==> src/rtl/shared_reg_arbiter_pkg.sv <==
// rtl/shared_reg_arbiter_pkg.sv - shared state encoding and types for the shared register arbiter
package shared_reg_arbiter_pkg;

  localparam logic ST_IDLE  = 1'b0;
  localparam logic ST_GRANT = 1'b1;

  typedef enum logic {
    S_IDLE  = ST_IDLE,
    S_GRANT = ST_GRANT
  } arb_state_e;

endpackage

==> src/rtl/shared_reg_arbiter_rr_pick.sv <==
// rtl/shared_reg_arbiter_rr_pick.sv - combinational round-robin winner search starting at Ptr
module rr_pick #(
  parameter int N    = 4,
  parameter int IDXW = 2
) (
  input  logic [N-1:0]    Req,
  input  logic [IDXW-1:0] Ptr,
  output logic [IDXW-1:0] Win,
  output logic            Any
);

  logic [2*N-1:0]  req_dbl;
  logic [2*N-1:0]  req_rot;
  logic [IDXW-1:0] off;
  logic [IDXW:0]   sum;

  // Rotating a doubled copy puts the requester at Ptr in bit 0, so the
  // lowest set bit of the low half is the distance from Ptr to the winner.
  assign req_dbl = {Req, Req};
  assign req_rot = req_dbl >> Ptr;
  assign Any     = |Req;

  always_comb begin
    off = '0;
    for (int k = N - 1; k >= 0; k--) begin
      if (req_rot[k]) begin
        off = IDXW'(k);
      end
    end
  end

  always_comb begin
    sum = {1'b0, Ptr} + {1'b0, off};
    if (sum >= (IDXW + 1)'(N)) begin
      sum = sum - (IDXW + 1)'(N);
    end
    Win = sum[IDXW-1:0];
  end

endmodule

==> src/rtl/shared_reg_arbiter.sv <==
// rtl/shared_reg_arbiter.sv - round-robin arbiter loading one shared register from N requesters
module shared_reg_arbiter
  import shared_reg_arbiter_pkg::*;
#(
  parameter int N     = 4,
  parameter int WIDTH = 8,
  parameter int IDXW  = 2
) (
  input  logic               Clk,
  input  logic               Reset,
  input  logic [N-1:0]       Req,
  input  logic [N*WIDTH-1:0] Data,
  output logic [N-1:0]       Gnt,
  output logic [WIDTH-1:0]   Q,
  output logic [IDXW-1:0]    Owner,
  output logic               Wr,
  output logic               Busy
);

  arb_state_e      state;
  arb_state_e      state_nxt;
  logic [IDXW-1:0] ptr;
  logic [IDXW-1:0] ptr_nxt;
  logic [IDXW-1:0] win;
  logic            any_req;
  logic            load;
  logic [N-1:0]    gnt_nxt;
  logic [WIDTH-1:0] data_arr [N];

  for (genvar g = 0; g < N; g++) begin : g_unpack
    assign data_arr[g] = Data[g*WIDTH +: WIDTH];
  end

  rr_pick #(
    .N    (N),
    .IDXW (IDXW)
  ) u_rr_pick (
    .Req (Req),
    .Ptr (ptr),
    .Win (win),
    .Any (any_req)
  );

  // Arbitration only happens from IDLE; GRANT is a fixed one-cycle slot.
  always_comb begin
    state_nxt = state;
    load      = 1'b0;
    gnt_nxt   = '0;
    ptr_nxt   = ptr;
    case (state)
      S_IDLE: begin
        if (any_req) begin
          load      = 1'b1;
          state_nxt = S_GRANT;
          gnt_nxt   = N'(1) << win;
          ptr_nxt   = (win == IDXW'(N - 1)) ? '0 : win + IDXW'(1);
        end
      end
      S_GRANT: begin
        state_nxt = S_IDLE;
      end
      default: begin
        state_nxt = S_IDLE;
      end
    endcase
  end

  always_ff @(posedge Clk) begin
    if (Reset) begin
      state <= S_IDLE;
      ptr   <= '0;
      Gnt   <= '0;
      Wr    <= 1'b0;
      Q     <= '0;
      Owner <= '0;
    end else begin
      state <= state_nxt;
      ptr   <= ptr_nxt;
      Gnt   <= gnt_nxt;
      Wr    <= load;
      if (load) begin
        Q     <= data_arr[win];
        Owner <= win;
      end
    end
  end

  assign Busy = (state == S_GRANT);

endmodule
==> config.mk <==
export PLATFORM = sky130hd
export DESIGN_NAME = shared_reg_arbiter
export DESIGN_NICKNAME = d
export VERILOG_FILES = /design/src/rtl/shared_reg_arbiter_pkg.sv /design/src/rtl/shared_reg_arbiter_rr_pick.sv /design/src/rtl/shared_reg_arbiter.sv
export SDC_FILE = /design/constraint.sdc
export NUM_CORES = 1
export LEC_CHECK = 0
export ABC_CLOCK_PERIOD_IN_PS = 5000
export CELL_PAD_IN_SITES_DETAIL_PLACEMENT = 1
export CELL_PAD_IN_SITES_GLOBAL_PLACEMENT = 1
export CORE_ASPECT_RATIO = 0.75
export CORE_MARGIN = 4
export CORE_UTILIZATION = 33
export CTS_BUF_LIST = sky130_fd_sc_hd__clkbuf_8 sky130_fd_sc_hd__clkbuf_16
export DETAILED_ROUTE_END_ITERATION = 10
export HOLD_SLACK_MARGIN = 0.15
export PLACE_DENSITY_LB_ADDON = 0.1
export SYNTH_ARGS = -nofsm -noshare
export SYNTH_HDL_FRONTEND = slang
export SYNTH_SLANG_ARGS = --single-unit
==> constraint.sdc <==
create_clock -name Clk -period 5 [get_ports Clk]
set_clock_uncertainty 0.05 [all_clocks]
set_input_delay 1.25 -clock Clk [delete_from_list [all_inputs] [get_ports Clk]]
set_output_delay 1.25 -clock Clk [all_outputs]
set_load 0.02 [all_outputs]
==> impl_results.md, run 1 <==
- Layout cells sized above 1: 0.124
- Final Max Tran Viols: 0
- Htree depth: 1
- Initial antenna violation count: 0
- Reg clk slew, reported paths: 70 ps
- Post-layout nets: 217
- Critical path arrival: 4180 ps
- CP Capture Type: register
- Mean post-synth cell area: 9.51 um2
- CP Cell Sequence: clkdlybuf4s50_1 > nor2_1 > a221oi_1 > o221ai_1 > ha_1 > buf_4 > mux2i_1 > nand3_1 > a32o_2
- N_diodes: 0
- Die H: 61.0 um
- CTS Buf Count: 3
- Hold buffer count at cts: 0
- Worst ir drop on vdd: 0.192 mV
- Slew of the pin with the lowest slew margin: 693 ps
- Gr usage total: 0.176
- P_leak: 0.718 nW
- # port buffers: 53
- CTS Sinks: 17
- DRC: 0
- RSZ-0062 raised after global routing: false
- CP bufs+invs: 2
- Routability Congestion: 0.698
- Final core occ: 0.517
- Drt first-iter violations: 59
- # resized after CTS: 0
- Largest net degree at the start of global routing: 17
- Placed insts: 223
- Initial Util: 0.359
- Number of global-route vias before repair: 1329
- Fillers: 400
- Min Tclk post-route: 4080 ps
- Sequential power share: 0.260
- Pre-CTS WS: 673 ps
- Clock buffer depth: 2
- IO Count: 54
- CP top delay family: buffers and inverters
- Drt wl/cell: 17.5 um
- Max-cap violations: 0
- Critical path type: in -> reg
- Hold Vio Cnt, Final: 0
- CP startpoint kind: input pin
- # setup viols final: 0
- Placed Instance Area: 1730 um2
- Synthesized instance count: 130
- Max_slew headroom: 0.536
- Routed WL: 3980 um
- Die X: 78.7 um
- Sequential share of the synthesized area: 0.275
- Overflow after GRT: 0
- Skew-Pair Late Insertion Delay: 260 ps
- Non-Filler Cell Area, Final: 1780 um2
- CTS root buf: clkbuf_8
- Post-DP HPWL: 3050 um
- Fmax: 0.245 GHz
- Sw power: 0.000360 W
- Clock power share: 0.125
- Logic pwr share: 0.615
- Count leader, synth: mux2i_1
- Setup TNS: 0 ps
- Largest cells by area after synthesis: dfxtp_1 28%, mux2i_1 15%, a32o_2 6.4%
- CP required: 5100 ps
- DR vias: 1238
- Sw frac: 0.424
- Top cells by instance count after synthesis: 18 x mux2i_1, 17 x dfxtp_1, 12 x nor2_1
- Fin cells: 227
- Hold crit path type: reg -> reg
- CP Max Fanout: 13
- First-pass GRT wire length: 6580 um
- Distinct cell type count after synthesis: 51
- Synth top area share: 0.275
- DIE AREA: 4800 um2
- Post-CTS Setup Bufs: 0
- 1st-pass router iterations: 4
- Synth Flop Type: dfxtp_1
- YS warnings: 0
- Pwr dens: 477 nW/um2
- Slowest stage cell, crit path: ha_1
- ANT nets after route: 0
- Area leader, netlist: dfxtp_1
- Crit-path max cell delay: 710 ps
- Core box area: 3450 um2
- Post-synth EDFFs: 0
- Int Pwr: 0.000490 W
- CTS tree: yes
- Status: finished, final reports clean
- Layout area overhead: 44.0%
- Routed vias/inst: 5.45
- Syn_nets: 169
- Tcrit/Tclk final: 0.816
- Final worst slack: 921 ps
- Synth Register Bits: 17
- Row Count: 18
- Post-synth ARST share: 0
- Cell area after synthesis: 1240 um2
## state kept, by name, summed over array words and instances (netlist names)
register	cells
Q	8
Wr	1
Gnt	4
Owner	2
ptr	2
## kinds of logic (layout without fill, tap and decap cells)
group | after synthesis | in the layout | synth area share
adders and majority gates | 1 | 1 | 0.0101
xor gates and xnor gates | 1 | 1 | 0.00709
DFF | 17 | 17 | 0.275
muxes | 19 | 19 | 0.155
buffers and inverters | 14 | 61 | 0.0921
and+or+nand+nor | 37 | 37 | 0.165
AOI/OAI and AO/OA | 41 | 41 | 0.296
## cells in the final DEF (no fill, tap or decap), types with 3 or more instances in the layout
cell and instances:
a32o_2 7, clkbuf_8 3, dfxtp_1 17, inv_1 3
clkdlybuf4s50_1 53, nor2_1 12, mux2i_1 18, o21ai_1 8
nand3_1 9, nand2_1 3
## metrics by stage
| step | hold WS (ps) | power, W |
|---|---|---|
| final | 428 | 0.000849 |
| after global routing | 452 | 0.000903 |
| after CTS | 434 | 0.000853 |
| after detailed placement | 409 | 0.000744 |
| after global placement | 410 | 0.000724 |
| after floorplan | 529 | 0.000584 |
## cell type report
cell class	count	area (um2)	area share
Inverter	3	11.3	0.00632
Timing Repair Buffer	54	538	0.302
Clock buffer	3	41.3	0.0232
Multi-Input combinational cell	99	782	0.439
Sequential cell	17	340	0.191
Clock inverter	1	5.00	0.00281
Tap cell	50	62.6	0.0351
## per-layer routing
layer / vias up / GRT usage / wire, um
met2: 37 / 0.299 / 1900
met1: 604 / 0.225 / 1820
met4: 0 / 0.0324 / 20
met5: - / 0 / 0
li1: 595 / - / -
met3: 2 / 0.0579 / 241
## worst register-to-register path, stage by stage (launching register included)
cell      delay [ps]
dfxtp_1          670
nor2_1           150
a221oi_1         340
o221ai_1         160
ha_1             710
buf_4            330
mux2i_1          210
nand3_1           90
a32o_2           300
## worst paths after layout
check	start	end	slack [ps]	depth (start not counted)
setup / recovery	Req[0]	Q[2]	920	9
hold / removal	Q[4]	Q[4]	430	1
hold reg to reg	Q[4]	Q[4]	430	1
setup reg to reg	ptr[0]	Q[2]	1880	8
## power groups by stage
stage	registers (W)	logic (W)	clock network [W]
after floorplan	0.000252	0.000332	0
final	0.000221	0.000523	0.000106
after detailed placement	0.000223	0.000521	0
after global routing	0.000228	0.000561	0.000115
after CTS	0.000221	0.000525	0.000107
after global placement	0.000219	0.000505	0
(Power assumes the default switching activity.)
==> run 2, diff against run 1 <==
--- a/config.mk
+++ b/config.mk
@@ -5,12 +5,12 @@
 export SDC_FILE = /design/constraint.sdc
 export NUM_CORES = 1
 export LEC_CHECK = 0
-export ABC_CLOCK_PERIOD_IN_PS = 5000
+export ABC_CLOCK_PERIOD_IN_PS = 3400
 export CELL_PAD_IN_SITES_DETAIL_PLACEMENT = 1
 export CELL_PAD_IN_SITES_GLOBAL_PLACEMENT = 1
 export CORE_ASPECT_RATIO = 0.75
 export CORE_MARGIN = 4
-export CORE_UTILIZATION = 33
+export CORE_UTILIZATION = 27
 export CTS_BUF_LIST = sky130_fd_sc_hd__clkbuf_8 sky130_fd_sc_hd__clkbuf_16
 export DETAILED_ROUTE_END_ITERATION = 10
 export HOLD_SLACK_MARGIN = 0.15
==> constraint.sdc (replaced) <==
create_clock -name Clk -period 3.4 [get_ports Clk]
set_clock_uncertainty 0.05 [all_clocks]
set_input_delay 0.85 -clock Clk [delete_from_list [all_inputs] [get_ports Clk]]
set_output_delay 0.85 -clock Clk [all_outputs]
set_load 0.02 [all_outputs]
==> run 2 against run 1 <==
  * Count of clock-buffer cells in the layout unchanged
  * Via count is 2.0% lower
  * Sequential share of layout area is 0.54 points lower
  * Highest routed layer unchanged
  * Total power rose by 48%
  * Register-to-register slack worse by 1200 ps
  * Non-clock buffer count increased by 4
  * Die area is 20% higher
  * Largest power group unchanged
  * Critical path depth did not move
  * Cell count is 4.8% higher
  * Sequential power is 45% higher
  * Setup slack worse by 650 ps
  * Critical endpoint is now ptr[1]
==> impl_results.md, run 2 (synthesis gave the netlist of run 1 again) <==
- # port buffers: 53 (unchanged)
- Max-cap violations: 0 (unchanged)
- CP Cell Sequence: clkdlybuf4s50_1 > inv_1 > o311a_1 > o221ai_1 > ha_1 > xor2_1 > nand2b_1 > mux2i_1 > mux2_1
- Post-layout nets: 221 (+1.8%)
- Core box area: 4440 um2 (+29%)
- Crit-path max cell delay: 580 ps (-130 ps)
- Row Count: 21 (+3)
- CP required: 3480 ps (-1620 ps)
- Critical path type: in -> reg
- Min Tclk post-route: 3130 ps
- Fillers: 506 (+27%)
- Max_slew headroom: 0.585 (+0.0493)
- CTS Buf Count: 3 (unchanged)
- Drt wl/cell: 16.3 um (-7.3%)
- Placed Instance Area: 1790 um2 (+3.0%)
- Status: finished, final reports clean
- Routability Congestion: 0.696 (-0.30%)
- Routed WL: 3870 um (-2.8%)
- Largest net degree at the start of global routing: 22 (+5)
- Slew of the pin with the lowest slew margin: 620 ps (-73.6 ps)
- Gr usage total: 0.140 (-0.0366)
- Worst ir drop on vdd: 0.346 mV (+80%)
- Top flop regs: Q: 8 flops, Gnt: 4 flops
- Die X: 86.1 um (+9.5%)
- P_leak: 0.742 nW (+3.3%)
- Die H: 66.6 um (+9.2%)
- # setup viols final: 0 (unchanged)
- CTS root buf: clkbuf_8
- CTS Sinks: 17 (unchanged)
- Hold_ws: 418 ps (-9.71 ps)
- Area occupied by multi-input gates: 782 um2 (unchanged)
- Htree depth: 1 (unchanged)
- Post-DP HPWL: 3140 um (+3.0%)
- DIE AREA: 5740 um2 (+20%)
- Drt first-iter violations: 50 (-15%)
- Initial Util: 0.278 (-0.0804)
- RSZ-0062 raised after global routing: false
- CP Max Fanout: 6 (-7)
- CP startpoint kind: input pin
- CP bufs+invs: 2 (unchanged)
- Final Max Tran Viols: 0 (unchanged)
- DRC: 0 (unchanged)
- CP Capture Type: register
- Slowest stage cell, crit path: clkdlybuf4s50_1
- # resized after CTS: 0 (unchanged)
- ANT nets after route: 0 (unchanged)
- Tcrit/Tclk final: 0.920
- Routed vias/inst: 5.10 (-6.5%)
- Non-Filler Cell Area, Final: 1830 um2 (+2.9%)
- N_diodes: 0 (unchanged)
- CP top delay family: buffers and inverters
- Hold Vio Cnt, Final: 0 (unchanged)
- Post-CTS Setup Bufs: 0 (unchanged)
- Layout cells sized above 1: 0.144 (+0.0194)
- Reg clk slew, reported paths: 70 ps (about the same)
- Overflow after GRT: 0 (unchanged)
- Fin cells: 238 (+4.8%)
- Critical path arrival: 3210 ps (-970 ps)
- IO Count: 54 (unchanged)
- Final core occ: 0.413 (-0.104)
- Clock buffer depth: 2 (unchanged)
- Commonest non-fill, non-tap cells in the layout: 53 x clkdlybuf4s50_1, 18 x mux2i_1, 17 x dfxtp_1
- Fmax: 0.320 GHz
- 1st-pass router iterations: 4 (unchanged)
- Most common cell after layout, fill and taps aside: clkdlybuf4s50_1
- Number of global-route vias before repair: 1259 (-5.3%)
- Hold buffer count at cts: 0 (unchanged)
- Number of flip-flops in the largest register: 8 (unchanged)
- First-pass GRT wire length: 6290 um (-4.4%)
- Hold crit path type: reg -> reg
- Skew-Pair Late Insertion Delay: 250 ps (about the same)
- Largest Register: Q
- Initial antenna violation count: 0 (unchanged)
- DR vias: 1213 (-2.0%)
- Pwr dens: 685 nW/um2 (+44%)
- Layout area overhead: 48.2%
- Placed insts: 234 (+4.9%)
- FF+latch area: 340 um2 (unchanged)
- CTS tree: yes
[run 2: layout make-up]
class                      count  share of cell area
timing repair buffer          58               0.317
clock buffer                   3              0.0225
inverter                       3             0.00615
sequential                    17               0.186
clock inverter                 1             0.00273
tap                           57              0.0389
multi-input combinational     99               0.427
[run 2: final timing paths]
check | slack (ps) | from | cells past startpoint | endpoint
worst max-delay path | 270 | Req[3] | 9 | ptr[1]
worst min-delay path | 420 | Q[6] | 1 | Q[6]
worst max register to register | 710 | ptr[0] | 8 | ptr[1]
worst min register to register | 420 | Q[6] | 1 | Q[6]
[run 2: stage by stage]
step	TNS, ps	worst slack [ps]	total power (W)
4_1_cts	0	216	0.00128
2_1_floorplan	0	380	0.000858
6_report	0	272	0.00125
3_3_place_gp	0	97.3	0.00111
5_1_grt	0	135	0.00136
3_5_place_dp	-52.4	-52.4	0.00112
[run 2: routing by layer]
metal,vias to the layer above,share of wire,track usage
met4,0,0.0034,0.0178
met3,2,0.046,0.0371
met2,21,0.50,0.235
met5,-,0,0
li1,597,-,-
met1,593,0.45,0.184
[run 2: report_power, final]
part / internal, W / total, W / switching [W] / leakage [nW]
clock network: 0.0000811 / 0.000148 / 0.0000665 / 0.0255
registers: 0.000264 / 0.000321 / 0.0000573 / 0.141
logic: 0.000397 / 0.000786 / 0.000388 / 0.576
